===== src/rtl/sccb_target.sv =====
// SCCB/I2C target: decodes device ID, sub-address and data bytes into register-bus strobes and serves reads.
// Optional SCCB_TARGET_GLITCH_FILT_EN adds a 3-sample stability filter on SCL/SDA.
module sccb_target #(
  parameter logic [6:0] DEV_ID         = 7'h21,
  parameter bit         ACK_EN_DEFAULT = 1'b1
) (
  input  logic       clk,
  input  logic       rst_n,
  input  logic       scl_i,
  input  logic       sda_i,
  output logic       sda_oe,
  output logic [7:0] reg_addr,
  output logic [7:0] reg_wdata,
  output logic       reg_wr_stb,
  output logic       reg_rd_stb,
  input  logic [7:0] reg_rdata,
  output logic       busy
);

  typedef enum logic [3:0] {
    IDLE, DEVADDR, ACK_DEV, SUBADDR, ACK_SUB, WDATA, ACK_WR, RDATA, MACK, IGNORE
  } state_t;

  // Bit 0 carries SCL, bit 1 carries SDA.
  logic [1:0] line_in, line_f, line_d_reg;
  assign line_in = {sda_i, scl_i};

  genvar gi;
  generate
    for (gi = 0; gi < 2; gi++) begin : g_line
      logic sync1_reg, sync2_reg;
      always_ff @(posedge clk or negedge rst_n) begin
        if (!rst_n) begin
          sync1_reg <= 1'b1;
          sync2_reg <= 1'b1;
        end else begin
          sync1_reg <= line_in[gi];
          sync2_reg <= sync1_reg;
        end
      end
`ifdef SCCB_TARGET_GLITCH_FILT_EN
      // The current sample plus two older ones must agree before the level moves.
      logic [1:0] hist_reg;
      logic       filt_reg, filt_level;
      assign filt_level = (hist_reg == {2{sync2_reg}}) ? sync2_reg : filt_reg;
      always_ff @(posedge clk or negedge rst_n) begin
        if (!rst_n) begin
          hist_reg <= 2'b11;
          filt_reg <= 1'b1;
        end else begin
          hist_reg <= {hist_reg[0], sync2_reg};
          filt_reg <= filt_level;
        end
      end
      assign line_f[gi] = filt_level;
`else
      assign line_f[gi] = sync2_reg;
`endif
    end
  endgenerate

  logic scl_f, sda_f, scl_rise, scl_fall, start_det, stop_det;
  assign scl_f     = line_f[0];
  assign sda_f     = line_f[1];
  assign scl_rise  = scl_f & ~line_d_reg[0];
  assign scl_fall  = ~scl_f & line_d_reg[0];
  assign start_det = scl_f & line_d_reg[0] & line_d_reg[1] & ~sda_f;
  assign stop_det  = scl_f & line_d_reg[0] & ~line_d_reg[1] & sda_f;

  state_t     state_reg, state_next;
  logic [3:0] bit_cnt_reg, bit_cnt_next;
  logic [6:0] shift_reg, shift_next;
  logic [7:0] tx_reg, tx_next;
  logic [7:0] addr_reg, addr_next;
  logic [7:0] wdata_reg, wdata_next;
  logic       rw_reg, rw_next;
  logic       oe_reg, oe_next;
  logic       wr_stb_reg, wr_stb_next;
  logic       rd_stb_reg, rd_stb_next;
  logic       busy_reg, busy_next;
  logic       load_pend_reg, load_pend_next;
  logic [7:0] byte_in;

  always_ff @(posedge clk or negedge rst_n) begin
    if (!rst_n) begin
      line_d_reg    <= 2'b11;
      state_reg     <= IDLE;
      bit_cnt_reg   <= '0;
      shift_reg     <= '0;
      tx_reg        <= '0;
      addr_reg      <= '0;
      wdata_reg     <= '0;
      rw_reg        <= 1'b0;
      oe_reg        <= 1'b0;
      wr_stb_reg    <= 1'b0;
      rd_stb_reg    <= 1'b0;
      busy_reg      <= 1'b0;
      load_pend_reg <= 1'b0;
    end else begin
      line_d_reg    <= line_f;
      state_reg     <= state_next;
      bit_cnt_reg   <= bit_cnt_next;
      shift_reg     <= shift_next;
      tx_reg        <= tx_next;
      addr_reg      <= addr_next;
      wdata_reg     <= wdata_next;
      rw_reg        <= rw_next;
      oe_reg        <= oe_next;
      wr_stb_reg    <= wr_stb_next;
      rd_stb_reg    <= rd_stb_next;
      busy_reg      <= busy_next;
      load_pend_reg <= load_pend_next;
    end
  end

  always_comb begin
    state_next     = state_reg;
    bit_cnt_next   = bit_cnt_reg;
    shift_next     = shift_reg;
    tx_next        = tx_reg;
    addr_next      = addr_reg;
    wdata_next     = wdata_reg;
    rw_next        = rw_reg;
    oe_next        = oe_reg;
    wr_stb_next    = 1'b0;
    rd_stb_next    = 1'b0;
    busy_next      = busy_reg;
    load_pend_next = rd_stb_reg;
    byte_in        = {shift_reg, sda_f};

    if (stop_det) begin
      state_next     = IDLE;
      oe_next        = 1'b0;
      busy_next      = 1'b0;
      load_pend_next = 1'b0;
    end else if (start_det) begin
      state_next     = DEVADDR;
      bit_cnt_next   = '0;
      oe_next        = 1'b0;
      load_pend_next = 1'b0;
    end else begin
      case (state_reg)
        DEVADDR, SUBADDR, WDATA: begin
          if (scl_rise) begin
            shift_next   = byte_in[6:0];
            bit_cnt_next = bit_cnt_reg + 4'd1;
            if (bit_cnt_reg == 4'd7) begin
              bit_cnt_next = '0;
              if (state_reg == DEVADDR) begin
                if (byte_in[7:1] == DEV_ID) begin
                  state_next = ACK_DEV;
                  busy_next  = 1'b1;
                  rw_next    = byte_in[0];
                end else begin
                  state_next = IGNORE;
                  busy_next  = 1'b0;
                end
              end else if (state_reg == SUBADDR) begin
                addr_next  = byte_in;
                state_next = ACK_SUB;
              end else begin
                wdata_next  = byte_in;
                wr_stb_next = 1'b1;
                state_next  = ACK_WR;
              end
            end
          end
        end
        // First fall drives ACK for the 9th clock, second fall ends it.
        ACK_DEV, ACK_SUB, ACK_WR: begin
          if (scl_fall) begin
            if (bit_cnt_reg == 4'd0) begin
              oe_next      = ACK_EN_DEFAULT;
              bit_cnt_next = 4'd1;
            end else begin
              oe_next      = 1'b0;
              bit_cnt_next = '0;
              if (state_reg == ACK_DEV) begin
                if (rw_reg) begin
                  rd_stb_next = 1'b1;
                  state_next  = RDATA;
                end else begin
                  state_next = SUBADDR;
                end
              end else if (state_reg == ACK_SUB) begin
                state_next = WDATA;
              end else begin
                addr_next  = addr_reg + 8'd1;
                state_next = WDATA;
              end
            end
          end
        end
        RDATA: begin
          if (load_pend_reg) begin
            oe_next = ~reg_rdata[7];
            tx_next = {reg_rdata[6:0], 1'b0};
          end else if (scl_rise) begin
            bit_cnt_next = bit_cnt_reg + 4'd1;
          end else if (scl_fall) begin
            if (bit_cnt_reg == 4'd8) begin
              oe_next      = 1'b0;
              bit_cnt_next = '0;
              state_next   = MACK;
            end else begin
              oe_next = ~tx_reg[7];
              tx_next = {tx_reg[6:0], 1'b0};
            end
          end
        end
        MACK: begin
          if (scl_rise) begin
            addr_next = addr_reg + 8'd1;
            if (sda_f) state_next = IGNORE;
            else bit_cnt_next = 4'd1;
          end else if (scl_fall && bit_cnt_reg == 4'd1) begin
            rd_stb_next  = 1'b1;
            bit_cnt_next = '0;
            state_next   = RDATA;
          end
        end
        IGNORE:  oe_next = 1'b0;
        IDLE:    oe_next = 1'b0;
        default: state_next = IDLE;
      endcase
    end
  end

  assign sda_oe     = oe_reg;
  assign reg_addr   = addr_reg;
  assign reg_wdata  = wdata_reg;
  assign reg_wr_stb = wr_stb_reg;
  assign reg_rd_stb = rd_stb_reg;
  assign busy       = busy_reg;

endmodule


===== config.mk =====
export PLATFORM = sky130hd
export DESIGN_NAME = sccb_target
export DESIGN_NICKNAME = d
export VERILOG_FILES = /design/src/rtl/sccb_target.sv
export SDC_FILE = /design/constraint.sdc
export NUM_CORES = 1
export LEC_CHECK = 0
export CORE_ASPECT_RATIO = 2
export CORE_MARGIN = 2
export CORE_UTILIZATION = 35
export DETAILED_ROUTE_END_ITERATION = 6
export PLACE_DENSITY = 0.62
export SLEW_MARGIN = 20
export SYNTH_ARGS = -nofsm -noshare
export SYNTH_HDL_FRONTEND = slang
export SYNTH_SLANG_ARGS = --single-unit
export TNS_END_PERCENT = 5

===== constraint.sdc =====
create_clock -name clk -period 3.03 [get_ports clk]
set_input_delay 0.303 -clock clk [delete_from_list [all_inputs] [get_ports clk]]
set_output_delay 0.303 -clock clk [all_outputs]
set_load 0.03 [all_outputs]

; Yosys cells after proc, flatten, opt, wreduce, memory -nomap -nowiden
; Cells that the tools add are included.
[word_totals]
regBits = 51
inputBits = 12
elab_cells = 184
[op_classes]
n_addsub = 2
n_eq_ne = 45
mux = 80
bitwise = 17
reduce_logical = 23
[ops]
columns = op, count
row1 = 2-to-1 mux 4 bit, 27
row2 = 2-to-1 mux 8 bit, 13
row3 = != test 4 bit (second input constant), 12
row4 = 2-to-1 mux 1 bit, 33
row5 = one-hot mux 8 bit (3 select lines), 1
row6 = == test 4 x 3 -> 1 bit (second input constant), 5
row7 = != test 2 bit (second input constant), 10
row8 = != test 5 bit (second input constant), 4
row9 = one-hot mux 4 bit (5 select lines), 1
row10 = one-hot mux 4 bit (4 select lines), 1
row11 = AND reduction 7 bit, 2
row12 = == test 4 bit (second input constant), 3
row13 = AND reduction 12 bit, 1
row14 = AND reduction 11 bit, 1
row15 = inverter 1 bit, 10
row16 = nonzero test 2 bit, 5
row17 = nonzero test 5 bit, 2
row18 = != test 3 bit (second input constant), 3
row19 = AND reduction 9 bit, 1
row20 = adder 8 x 1 -> 8 bit (second input constant), 1
row21 = == test 4 x 1 -> 1 bit (second input constant), 2
row22 = == test 4 x 2 -> 1 bit (second input constant), 2
row23 = zero test 4 bit, 2
row24 = AND reduction 4 bit, 2
row25 = other kinds (15), 23

; Longest topological paths before layout
; Gate-level depths: netlist of run 1.
[logic_depth]
depth_word = 8
mapped_depth = 10
ltp_nobuf = 8

; Worst setup path after synthesis of run 1
; No wires, ideal clock.
[synth_path]
path_kind = reg-to-reg
from = register g_line[0].sync2_reg
to = register addr_reg[2] (netlist: reg_addr[2])
arrival_time_ns = 1.980
required_time_ns = 2.908
slack_ns = 0.928
path_stages_with_launch = 8
period_less_slack_ns = 2.102
path_cell_list = dfstp_2 ha_1 clkbuf_1 nor3_1 o21ai_0 o2111ai_4 buf_6 o22a_1
[synth_via]
elab_chain_cells = 5
[synth_lines]
columns = element, line
row1 = from (decl), 31  ; logic sync1_reg, sync2_reg;
row2 = from (signal assigned), 38  ; sync2_reg <= sync1_reg;
row3 = bitwise AND 1 bit, "67, 68"
row4 = "bitwise AND 1 bit, on equally long branches (2 in series)", "67, 68"
row5 = inverter 1 bit (no source line), n/a
row6 = AND reduction 12 bit (no source line) *, n/a
row7 = to (signal assigned), 105  ; addr_reg <= addr_next;
row8 = to (decl), 74  ; logic [7:0] addr_reg, addr_next;
; Every way passes the cells marked *; elsewhere a longest branch is shown, timed or not.
; A chain may end at the register's enable or synchronous reset.

; Final worst setup path of run 1
[layout_path]
from = register state_reg[1]
to = register bit_cnt_reg[2]
[layout_via]
elab_chain_cells = 4
[layout_lines]
columns = element, line
row1 = from (decl), 70  ; state_t state_reg, state_next;
row2 = from (signal assigned), 101  ; state_reg <= state_next;
row3 = == test 4 x 2 -> 1 bit (tied with other cells), 142  ; case (state_reg)
row4 = OR reduction 3 bit, 142
row5 = != test 3 bit (no source line) (tied with other cells), n/a
row6 = AND reduction 9 bit (no source line) / 2-to-1 mux 4 bit (equally long branches), n/a
row7 = to (signal assigned), 102  ; bit_cnt_reg <= bit_cnt_next;
row8 = to (decl), 71  ; logic [3:0] bit_cnt_reg, bit_cnt_next;
; Parallel ways exist; a longest one is shown, timed or not.

==> results.md, run 1 <==
* Result of the run: finished, final reports clean
* Proportion of register bits with asynchronous set or reset after synthesis at 1.00
* Source-to-sink clock delay at the later pin of the worst-skew pair at 0.29 ns
* Row count at 46
* Transition time at the pin with the least slew margin at 0.859 ns
* Share of power burned in registers at 0.345
* Half-perimeter wire length after placement at 5.64 mm
* Mean area per synthesized cell at 9.43 um2
* Period utilisation layout at 0.848
* Synth-to-Final Area Change at 19.9%
* Share of total power in the clock network at 0.222
* CTS Buffer Depth at 2
* Sequential element share of the synthesized area at 0.441
* Prevailing post-synth register cell: dfrtp_1
* Root cell of the clock tree: clkbuf_16
* Global-route track usage on met2 at 0.333
* Residual antenna-violating net count after detailed routing at 0
* Placer congestion estimate at 0.927
* Combinational Power Share at 0.433
* Std-Cell Core Area at 7940 um2
* Worst VDD drop at 0.693 mV
* Cell types with the largest area share after synthesis: dfrtp_1 39%, mux2_2 5.9%, dfstp_2 5.5%
* Global-route total usage across every layer at 0.185
* Area share of the largest cell type after synthesis at 0.385
* H-tree depth at 2
* CP Data Arrival Time at 2.78 ns
* TritonRoute pass-1 iters at 4
* Routed vias/inst at 5.69
* Starting DRT DRC Count at 110
* Post-synth EDFFs at 0
* Sort of element at the end of the critical path: register
* Worst-case headroom to the max-slew limit at 0.427
* Cell internal pwr at 1.76 mW
* Total number of vias at 2439
* GRT busiest layer: met2
* Setup repair after global routing missed its margin: no
* Total nets after synthesis at 322
* Die span in x at 67.9 um
* Cell variety after synth at 55
* Max Cap Violations at 0
* Number of top-level pins at 32
* FMAX at 0.389 GHz
* Largest net degree at the start of global routing at 38
* Net count, final at 351
* Routed length per placed instance at 17.5 um
* Kind of start point of the critical path: register
* CTS hold repair buffers at 0
* Met1 usage at 0.182
* Post-synthesis cell count at 303
* DIE HEIGHT at 132 um
* Vias in the first global route at 2558
* Skew final at 0.00648 ns
* Number of clock sinks seen by CTS at 50
* Netlist Area Pre-Place at 2860 um2
* DIE AREA at 8940 um2
* Worst min path class: input port to async pin
* Maximum fanout along the worst path at 16
* Total Routed Length at 7.50 mm
* Number of antenna violations at the first check in global routing at 0
* #FFs+latches synth at 50
* Number of hold violations in the final report at 0
* First-pass GRT wire length at 12.5 mm
* Register clock-pin slew on the reported worst setup and hold paths at 0.07 ns
* Final routed DRC violation total at 0
* Met3 layer usage reported by global route at 0.0307
* Number of input and output port buffers inserted at 31
* Final worst path period need at 2.57 ns
* Slew Limit Fails at 0
* Post-CTS repair timing setup buffer count at 0
* Net switching power at 1.22 mW
* Crit path kind: register to register
* Share of layout cells above drive strength 1 at 0.126
* Net switching share of the total power at 0.410
* Antenna fix cells at 0
* Yosys warns at 0
* Starting density of the core at 0.360
* Most area-hungry cell type in the Yosys netlist: dfrtp_1
* Data required time at the worst endpoint at 3.24 ns
* TritonCTS clock tree: yes
* Pwr per Cell Area at 870 nW/um2
* Num CTS Buffers at 5
* Total congestion overflow after global routing at 0
* Post-route setup TNS at 0 ns
* Final-report setup violation count at 0
* Number of gates given a new drive strength after cts at 0
* Final worst hold slack at 0.111 ns
* Standby leakage power at 1.47 nW
==> layout make-up <==
| cell class | instances | area (um2) |
|---|---|---|
| clock buffer | 7 | 143 |
| tap | 96 | 120 |
| timing repair buffer | 38 | 358 |
| clock inverter | 1 | 30.0 |
| inverter | 13 | 48.8 |
| sequential | 50 | 1260 |
| fill | 823 | 4520 |
| multi-input combinational | 224 | 1470 |
==> cell usage after synthesis, types with 3 or more instances <==
library cell	count
a21o_1	3
a21oi_1	28
a31oi_1	5
and3_1	4
buf_2	6
clkbuf_1	6
dfrtp_1	44
dfstp_2	6
ha_1	7
inv_1	13
mux2_2	15
mux2i_1	10
nand2_1	19
nand2b_1	3
nand3_1	11
nor2_1	37
nor2b_1	5
nor3_1	13
o21a_1	3
o21ai_0	11
o21ai_1	3
o21bai_1	3
o22a_1	4
==> critical path, stage by stage, from the launching register on <==
cell and delay [ns]:
dfrtp_1 0.57, o21bai_1 0.47, a21o_1 0.45, o21ai_0 0.29
or4b_1 0.53, o221ai_1 0.18
==> cells in the final DEF (no fill, tap or decap), types with 2 or more instances in the layout <==
cell             Yosys  routed
a211oi_1             2       2
o22a_1               4       4
and3b_1              2       2
a21o_1               3       3
dfstp_2              6       6
o31ai_1              2       2
ha_1                 7       7
dfrtp_1             44      44
nor4b_1              2       2
a221oi_1             2       2
or3b_1               2       2
o22ai_1              2       2
a211o_1              2       2
clkbuf_16            0       5
and3_1               4       4
clkdlybuf4s50_1      0      30
nand2b_1             3       3
a21oi_1             28      28
a32o_1               2       2
o221ai_1             2       2
inv_1               13      13
nor3_1              13      13
mux2_2              15      15
nand2_1             19      19
o21ai_0             11      11
mux2i_1             10      10
o21bai_1             3       3
nor2_1              37      37
o21ai_1              3       3
nor2b_1              5       5
a31oi_1              5       5
nand3_1             11      11
o21a_1               3       3
buf_4                0       7
==> through the flow <==
step / utilization / std cells / total power, mW / setup slack [ns] / area [um2]
3_5_place_dp: 0.409 / 421 / 2.32 / 0.486 / 3250
4_1_cts: 0.431 / 429 / 3.00 / 0.467 / 3420
3_3_place_gp: 0.409 / 421 / 2.30 / 0.479 / 3250
6_report: 0.431 / 429 / 2.98 / 0.462 / 3420
2_1_floorplan: - / 303 / 1.94 / 0.928 / 2860
5_1_grt: 0.431 / 429 / 3.17 / 0.317 / 3420
==> per-layer routing <==
metal / routed length (um) / up-vias
met5: 0 / -
met3: 219 / 28
met2: 4150 / 70
li1: - / 1152
met1: 2680 / 1189
met4: 450 / 0
==> power groups by stage <==
stage | sequential (mW) | combinational [mW] | clock [mW]
global route | 1.05 | 1.41 | 0.704
finish | 1.03 | 1.29 | 0.661
CTS | 1.02 | 1.29 | 0.681
detailed placement | 1.04 | 1.28 | 0
global placement | 1.03 | 1.27 | 0
floorplan | 1.04 | 0.906 | 0
==> path summary, 6_finish.rpt <==
kind	from	to	slack (ns)	cells past startpoint
worst max-delay path	state_reg[1]	bit_cnt_reg[2]	0.46	5
worst min-delay path	rst_n	tx_reg[5]	0.11	1
worst max register to register	state_reg[1]	bit_cnt_reg[2]	0.46	5
worst min register to register	g_line[0].sync1_reg	g_line[0].sync2_reg	0.36	0
max in group asynchronous	rst_n	line_d_reg[1]	2.13	2
min in group clk	g_line[0].sync1_reg	g_line[0].sync2_reg	0.36	0
==> kinds of logic (layout without fill, tap and decap cells) <==
family / Yosys count / in the layout / synth area share
fa+ha+maj: 7 / 7 / 0.0307
compound gates: 82 / 82 / 0.192
flops: 50 / 50 / 0.441
simple gates: 110 / 110 / 0.196
mux: 25 / 25 / 0.0942
buf+inv: 29 / 59 / 0.0460
Note: power is estimated with default switching activity, not from simulation.
==> run 2, diff against run 1 <==
Settings changed: PLACE_DENSITY 0.62 to 0.64.
Clock period 3.03 ns to 2.1 ns, I/O delays scaled along.
==> run 2 against run 1 <==
Net effect:
- the flow now finishes with violations (setup timing)
- non-clock buffer count is 39 higher
- first-iteration DRC count increased by 16%
- hold slack gained 0.21 ns
- highest routed layer unchanged
==> results.md, run 2 (synthesis gave the netlist of run 1 again) <==
* Std-Cell Core Area at 7940 um2
* Flop2flop setup slack at -0.02 ns
* Count of cell instances traversed by the critical path at 9
* Filler cell count at 752
* Placer congestion estimate at 0.928
* Global-route total usage across every layer at 0.191
* Placed Area at 3530 um2
* Leading cell type in the layout, fill and taps excluded: dfrtp_1
* Post-Route Utilization at 0.486
* Starting density of the core at 0.360
* Metal1 wirelength at 2.74 mm
* Final worst path period need at 2.12 ns
* Worst VDD drop at 0.811 mV
* Starting DRT DRC Count at 128
* Number of input and output port buffers inserted at 31
* Total Routed Length at 8.11 mm
* Reg2Reg Depth at 9
* Number of buffers and inverters on the critical path at 2
* Slowest CP cell: dfrtp_1
* Highest signal layer in the routed design: met4
* Vias in the first global route at 2645
* Synth-to-Final Area Change at 35.2%
* Number of hold violations in the final report at 0
* Total number of vias at 2634
* FMAX at 0.472 GHz
* Max Cap Violations at 0
* Setup repair after global routing missed its margin: yes
* Total congestion overflow after global routing at 0
* Root cell of the clock tree: clkbuf_16
* Data required time at the worst endpoint at 2.27 ns
* Cell type group with the largest total delay on the critical path: compound AO/OA/AOI/OAI gates
* Final routed DRC violation total at 0
* Num CTS Buffers at 5
* Crit path kind: register to register
* CP Data Arrival Time at 2.29 ns
* Violations in the final reports: setup timing
* Hold path depth at 1
* Cell repeated most along the worst path: a21oi_2
* Register clock-pin slew on the reported worst setup and hold paths at 0.07 ns
* Number of antenna violations at the first check in global routing at 0
* Period utilisation layout at 1.01
* Die span in x at 67.9 um
* Largest net degree at the start of global routing at 26
* Share of layout cells above drive strength 1 at 0.269
* Final worst hold slack at 0.322 ns
* Worst-case headroom to the max-slew limit at 0.638
* Worst stage delay on the critical path at 0.39 ns
* Slew Limit Fails at 0
* Cell Chain, Critical Path: inv_1 -> ha_1 -> or3b_4 -> a21oi_2 -> a21oi_2 -> o2111ai_4 -> buf_12 -> nor3_1 -> a211o_1
* Half-perimeter wire length after placement at 6.14 mm
* Maximum fanout along the worst path at 5
* DIE AREA at 8940 um2
* Residual antenna-violating net count after detailed routing at 0
* Kind of start point of the critical path: register
* Sort of element at the end of the critical path: register
* Number of clock sinks seen by CTS at 50
* Row count at 46
* Final-report setup violation count at 1
* Non-Filler Cell Area, Final at 3860 um2
* H-tree depth at 2
* Total met3 wirelength after detailed routing at 225 um
* Net count, final at 390
* Source-to-sink clock delay at the later pin of the worst-skew pair at 0.29 ns
* Transition time at the pin with the least slew margin at 0.544 ns
* Routed vias/inst at 5.63
* Routed length per placed instance at 17.3 um
* First-pass GRT wire length at 12.8 mm
* TritonRoute pass-1 iters at 5
* Leading cell types in the layout, fill and taps excluded: 44 x dfrtp_1, 41 x buf_4, 36 x nor2_1, 30 x clkdlybuf4s50_1, 24 x a21oi_1
* Wire length on met2 at 4.72 mm
* Final worst setup slack at -0.0192 ns
* Number of top-level pins at 32
* Result of the run: finished with violations
* Pwr per Cell Area at 1230 nW/um2
* Standby leakage power at 1.69 nW
* TritonCTS clock tree: yes
* DIE HEIGHT at 132 um
* Antenna fix cells at 0
* Worst min path class: input port to register
* Pre-CTS worst setup slack at -0.116 ns
* Skew final at 0.00642 ns
* CTS Buffer Depth at 2
==> run 2: changes by cell type in the layout (fill, tap and decap cells not counted), sizes merged <==
cell         delta
dlygate4sd3     +1
clkbuf          +3
buf            +36
bufinv          -1
==> run 2: area by class of cell <==
type,instances,area (um2),share of cell area
clock buffers,8,136,0.0353
inverters,13,48.8,0.0126
multi-input cells,224,1590,0.413
flip-flops and latches,50,1260,0.326
well taps,96,120,0.0311
repair buffers,77,704,0.182
==> run 2: final timing paths <==
kind                                      from             endpoint
setup / recovery                bit_cnt_reg[0]          reg_addr[0]
hold / removal                           scl_i  g_line[0].sync1_reg
setup reg to reg                bit_cnt_reg[0]          reg_addr[0]
hold reg to reg            g_line[1].sync1_reg  g_line[1].sync2_reg
max in group asynchronous                rst_n          reg_addr[7]
min in group asynchronous                rst_n         reg_wdata[0]
==> run 2: repair_timing <==
action | CTS | global route
pin swaps | 2 | 8
endpoints found under the hold margin | 17 | 0
buffers inserted | 0 | 1
gates cloned | 0 | 2
setup endpoints to repair | 9 | 35
hold buffers | 1 | 0
gates resized for setup | 7 | 24
==> run 2: per-stage QoR <==
step / cells / total power [mW] / TNS, ns
after floorplan: 303 / 2.81 / 0
after global placement: 457 / 3.67 / -0.221
after detailed placement: 457 / 3.70 / -0.443
after CTS: 466 / 4.53 / -0.0699
after global routing: 468 / 5.05 / -0.329
final: 468 / 4.77 / -0.0192
==> run 2: per-layer routing <==
layer  up-vias  GRT usage
met2        67      0.343
met4         0      0.133
met1      1311      0.190
li1       1231          -
met5         -          0
met3        25     0.0231
==> run 2: report_power, final <==
| group | internal [mW] | leakage, nW | switching (mW) | total (mW) |
|---|---|---|---|---|
| registers | 1.17 | 0.612 | 0.230 | 1.40 |
| logic | 1.21 | 1.01 | 1.37 | 2.59 |
| clock network | 0.444 | 0.0652 | 0.337 | 0.781 |
| total | 2.82 | 1.69 | 1.94 | 4.77 |
==> run 2: worst reg2reg max path, cell delays in order (launching register included) <==
cell and delay, ns:
dfrtp_1 0.39, inv_1 0.06, ha_1 0.15, or3b_4 0.39
a21oi_2 0.15, a21oi_2 0.08, o2111ai_4 0.32, buf_12 0.16
nor3_1 0.04, a211o_1 0.27
==> run 3, diff against run 2 <==
Settings changed: ABC_AREA set to 1.
==> run 3 against run 2 <==
Net effect:
- the flow now finishes without violations
- critical path depth stayed put
- first-iteration DRC count increased by 21%
- final area is 5.3% lower
- via count up 8.0%
- sequential power about the same
- core utilization fell by 4.5 points
- critical path type unchanged
- largest cell class unchanged
==> results.md, run 3 <==
* Result of the run: finished, final reports clean
* Sort of element at the end of the critical path: register
* Post-synthesis cell count at 413
* Worst stage delay on the critical path at 0.47 ns
* DIE AREA at 9320 um2
* Period utilisation layout at 0.940
* Largest net degree at the start of global routing at 51
* Cell Chain, Critical Path: inv_1 -> nand3_1 -> nand2_1 -> inv_1 -> nand3_1 -> nand2_1 -> nor2_1 -> nand4_1 -> nand2_1
* Routed length per placed instance at 14.1 um
* Placer congestion estimate at 0.966
* Number of hold violations in the final report at 0
* DIE HEIGHT at 135 um
* Leading cell type in the layout, fill and taps excluded: nand2_1
* Cell variety after synth at 31
* Half-perimeter wire length after placement at 6.11 mm
* Row count at 47
* Number of top-level pins at 32
* Setup repair after global routing missed its margin: no
* H-tree depth at 2
* Cell repeated most along the worst path: nand2_1
* Die span in x at 69.3 um
* Most frequent cell after synthesis: nand2_1
* Prevailing post-synth register cell: dfrtp_1
* Kind of start point of the critical path: register
* Net count, final at 479
* Post-route setup TNS at 0 ns
* # placed instances at 551
* First-pass GRT wire length at 13.3 mm
* Placed Area at 3480 um2
* Slew Limit Fails at 0
* Transition time at the pin with the least slew margin at 0.659 ns
* Sequential element share of the synthesized area at 0.422
* Reg2Reg Depth at 9
* Synth-to-Final Area Change at 22.6%
* Std-Cell Core Area at 8290 um2
* Standby leakage power at 1.77 nW
* Num CTS Buffers at 5
* Antenna fix cells at 0
* Worst-case headroom to the max-slew limit at 0.561
* Total number of vias at 2845
* Final worst path period need at 1.97 ns
* Overall power consumption at 4.31 mW
* Skew final at 0.0112 ns
* Share of layout cells above drive strength 1 at 0.117
* Most common library cells after synthesis: 136 x nand2_1, 45 x inv_1, 44 x dfrtp_1, 44 x o21ai_0, 42 x nor2_1
* Pwr per Cell Area at 1180 nW/um2
* Post-synth EDFFs at 0
* Worst min path class: input port to async pin
* Max Cap Violations at 0
* Non-Filler Cell Area, Final at 3650 um2
* Area share of the largest cell type after synthesis at 0.369
* Starting density of the core at 0.360
* Mean area per synthesized cell at 7.22 um2
* Maximum fanout along the worst path at 7
* CP Data Arrival Time at 2.21 ns
* Number of antenna violations at the first check in global routing at 0
* TritonRoute pass-1 iters at 5
* Worst flop-to-flop path startpoint: state_reg[1]
* Final-report setup violation count at 0
* Global-route total usage across every layer at 0.180
* Filler cell count at 871
* Crit path kind: register to register
* Flop2flop setup slack at 0.13 ns
* Total congestion overflow after global routing at 0
* Most area-hungry cell type in the Yosys netlist: dfrtp_1
* FMAX at 0.507 GHz
* Final worst hold slack at 0.0154 ns
* Root cell of the clock tree: clkbuf_16
* Proportion of register bits with asynchronous set or reset after synthesis at 1.00
* Residual antenna-violating net count after detailed routing at 0
* TritonCTS clock tree: yes
* CTS Buffer Depth at 2
* Worst VDD drop at 0.602 mV
* Vias in the first global route at 2806
* Routed vias/inst at 5.09
* Fin cells at 559
* Register clock-pin slew on the reported worst setup and hold paths at 0.07 ns
* Source-to-sink clock delay at the later pin of the worst-skew pair at 0.30 ns
* RR Endpoint: state_reg[2]
* Total Routed Length at 7.91 mm
* Yosys warns at 0
* CTS hold repair buffers at 0
* Data required time at the worst endpoint at 2.33 ns
* Seq. cell area at 1260 um2
* Slowest CP cell: dfrtp_1
* #FFs+latches synth at 50
* Number of clock sinks seen by CTS at 50
* Cell types with the largest area share after synthesis: dfrtp_1 37%, nand2_1 17%, o21ai_0 7.4%
* Number of input and output port buffers inserted at 31
* Post-CTS repair timing setup buffer count at 0
* Multi-input gate area in the final layout at 1520 um2
* Total nets after synthesis at 432
* Starting DRT DRC Count at 155
* Final routed DRC violation total at 0
* Netlist Area Pre-Place at 2980 um2
* Leading cell types in the layout, fill and taps excluded: 136 x nand2_1, 45 x inv_1, 44 x o21ai_0, 44 x dfrtp_1, 40 x nor2_1
-- run 3: cell count changes after synthesis, moves of 7 or more --
cell | before | now
a21oi_1 | 28 | 7
inv_1 | 13 | 45
mux2_2 | 15 | 0
mux2i_1 | 10 | 0
nand2_1 | 19 | 136
nand3_1 | 11 | 33
nand4_1 | 1 | 8
nor3_1 | 13 | 4
o21ai_0 | 11 | 44
-- run 3: logic make-up after synthesis --
family | count (synthesis) | synth area share
AO/OA/AOI/OAI | 58 | 0.107
XOR/XNOR | 4 | 0.0118
flip-flops | 50 | 0.422
buffers and inverters | 55 | 0.0760
AND/OR/NAND/NOR | 239 | 0.353
adder cells (fa/ha/maj) | 7 | 0.0294
-- run 3: per-layer routing --
layer,wire length (um),global-route usage,vias to the layer above
li1,-,-,1420
met1,2840,0.176,1321
met2,4340,0.345,69
met3,212,0.0254,35
met4,517,0.118,0
met5,0,0,-
-- run 3: cell type report --
| class | count | area share |
|---|---|---|
| Inverter | 48 | 0.0493 |
| Tap cell | 98 | 0.0336 |
| Timing Repair Buffer | 47 | 0.116 |
| Clock buffer | 5 | 0.0342 |
| Clock inverter | 3 | 0.00719 |
| Multi-Input combinational cell | 308 | 0.415 |
| Sequential cell | 50 | 0.344 |
-- run 3: worst max-delay path by stage --
stage,start,to,depth (start not counted)
after detailed placement,g_line[0].sync2_reg,state_reg[1],10
after global placement,g_line[0].sync2_reg,state_reg[2],10
final,state_reg[1],state_reg[2],9
after CTS,g_line[0].sync2_reg,state_reg[1],10
after floorplan,g_line[0].sync2_reg,state_reg[2],10
after global routing,g_line[0].sync2_reg,state_reg[1],10
-- run 3: repair_timing --
action                                  in CTS  in global routing
endpoints found under the hold margin        0                  0
endpoints found under the setup margin       0                  4
resized for setup                            0                  5
-- run 3: per-stage QoR --
| stage | setup WS [ns] | util |
|---|---|---|
| 5_1_grt | 0.00716 | 0.441 |
| 3_3_place_gp | 0.170 | 0.420 |
| 6_report | 0.126 | 0.441 |
| 3_5_place_dp | 0.0997 | 0.420 |
| 2_1_floorplan | 0.270 | - |
| 4_1_cts | 0.0764 | 0.438 |
-- run 3: power by group --
part / internal (mW) / switching [mW] / total (mW)
clock: 0.453 / 0.389 / 0.842
sequential: 1.15 / 0.227 / 1.38
combinational: 0.717 / 1.37 / 2.09
total: 2.32 / 1.99 / 4.31
-- run 3: worst max-delay path, delay by kind of cell, from the launching register on --
family / cells / cell delay [ns]
AND/OR/NAND/NOR: 7 / 1.10
flip-flops: 1 / 0.47
buffers and inverters: 2 / 0.34
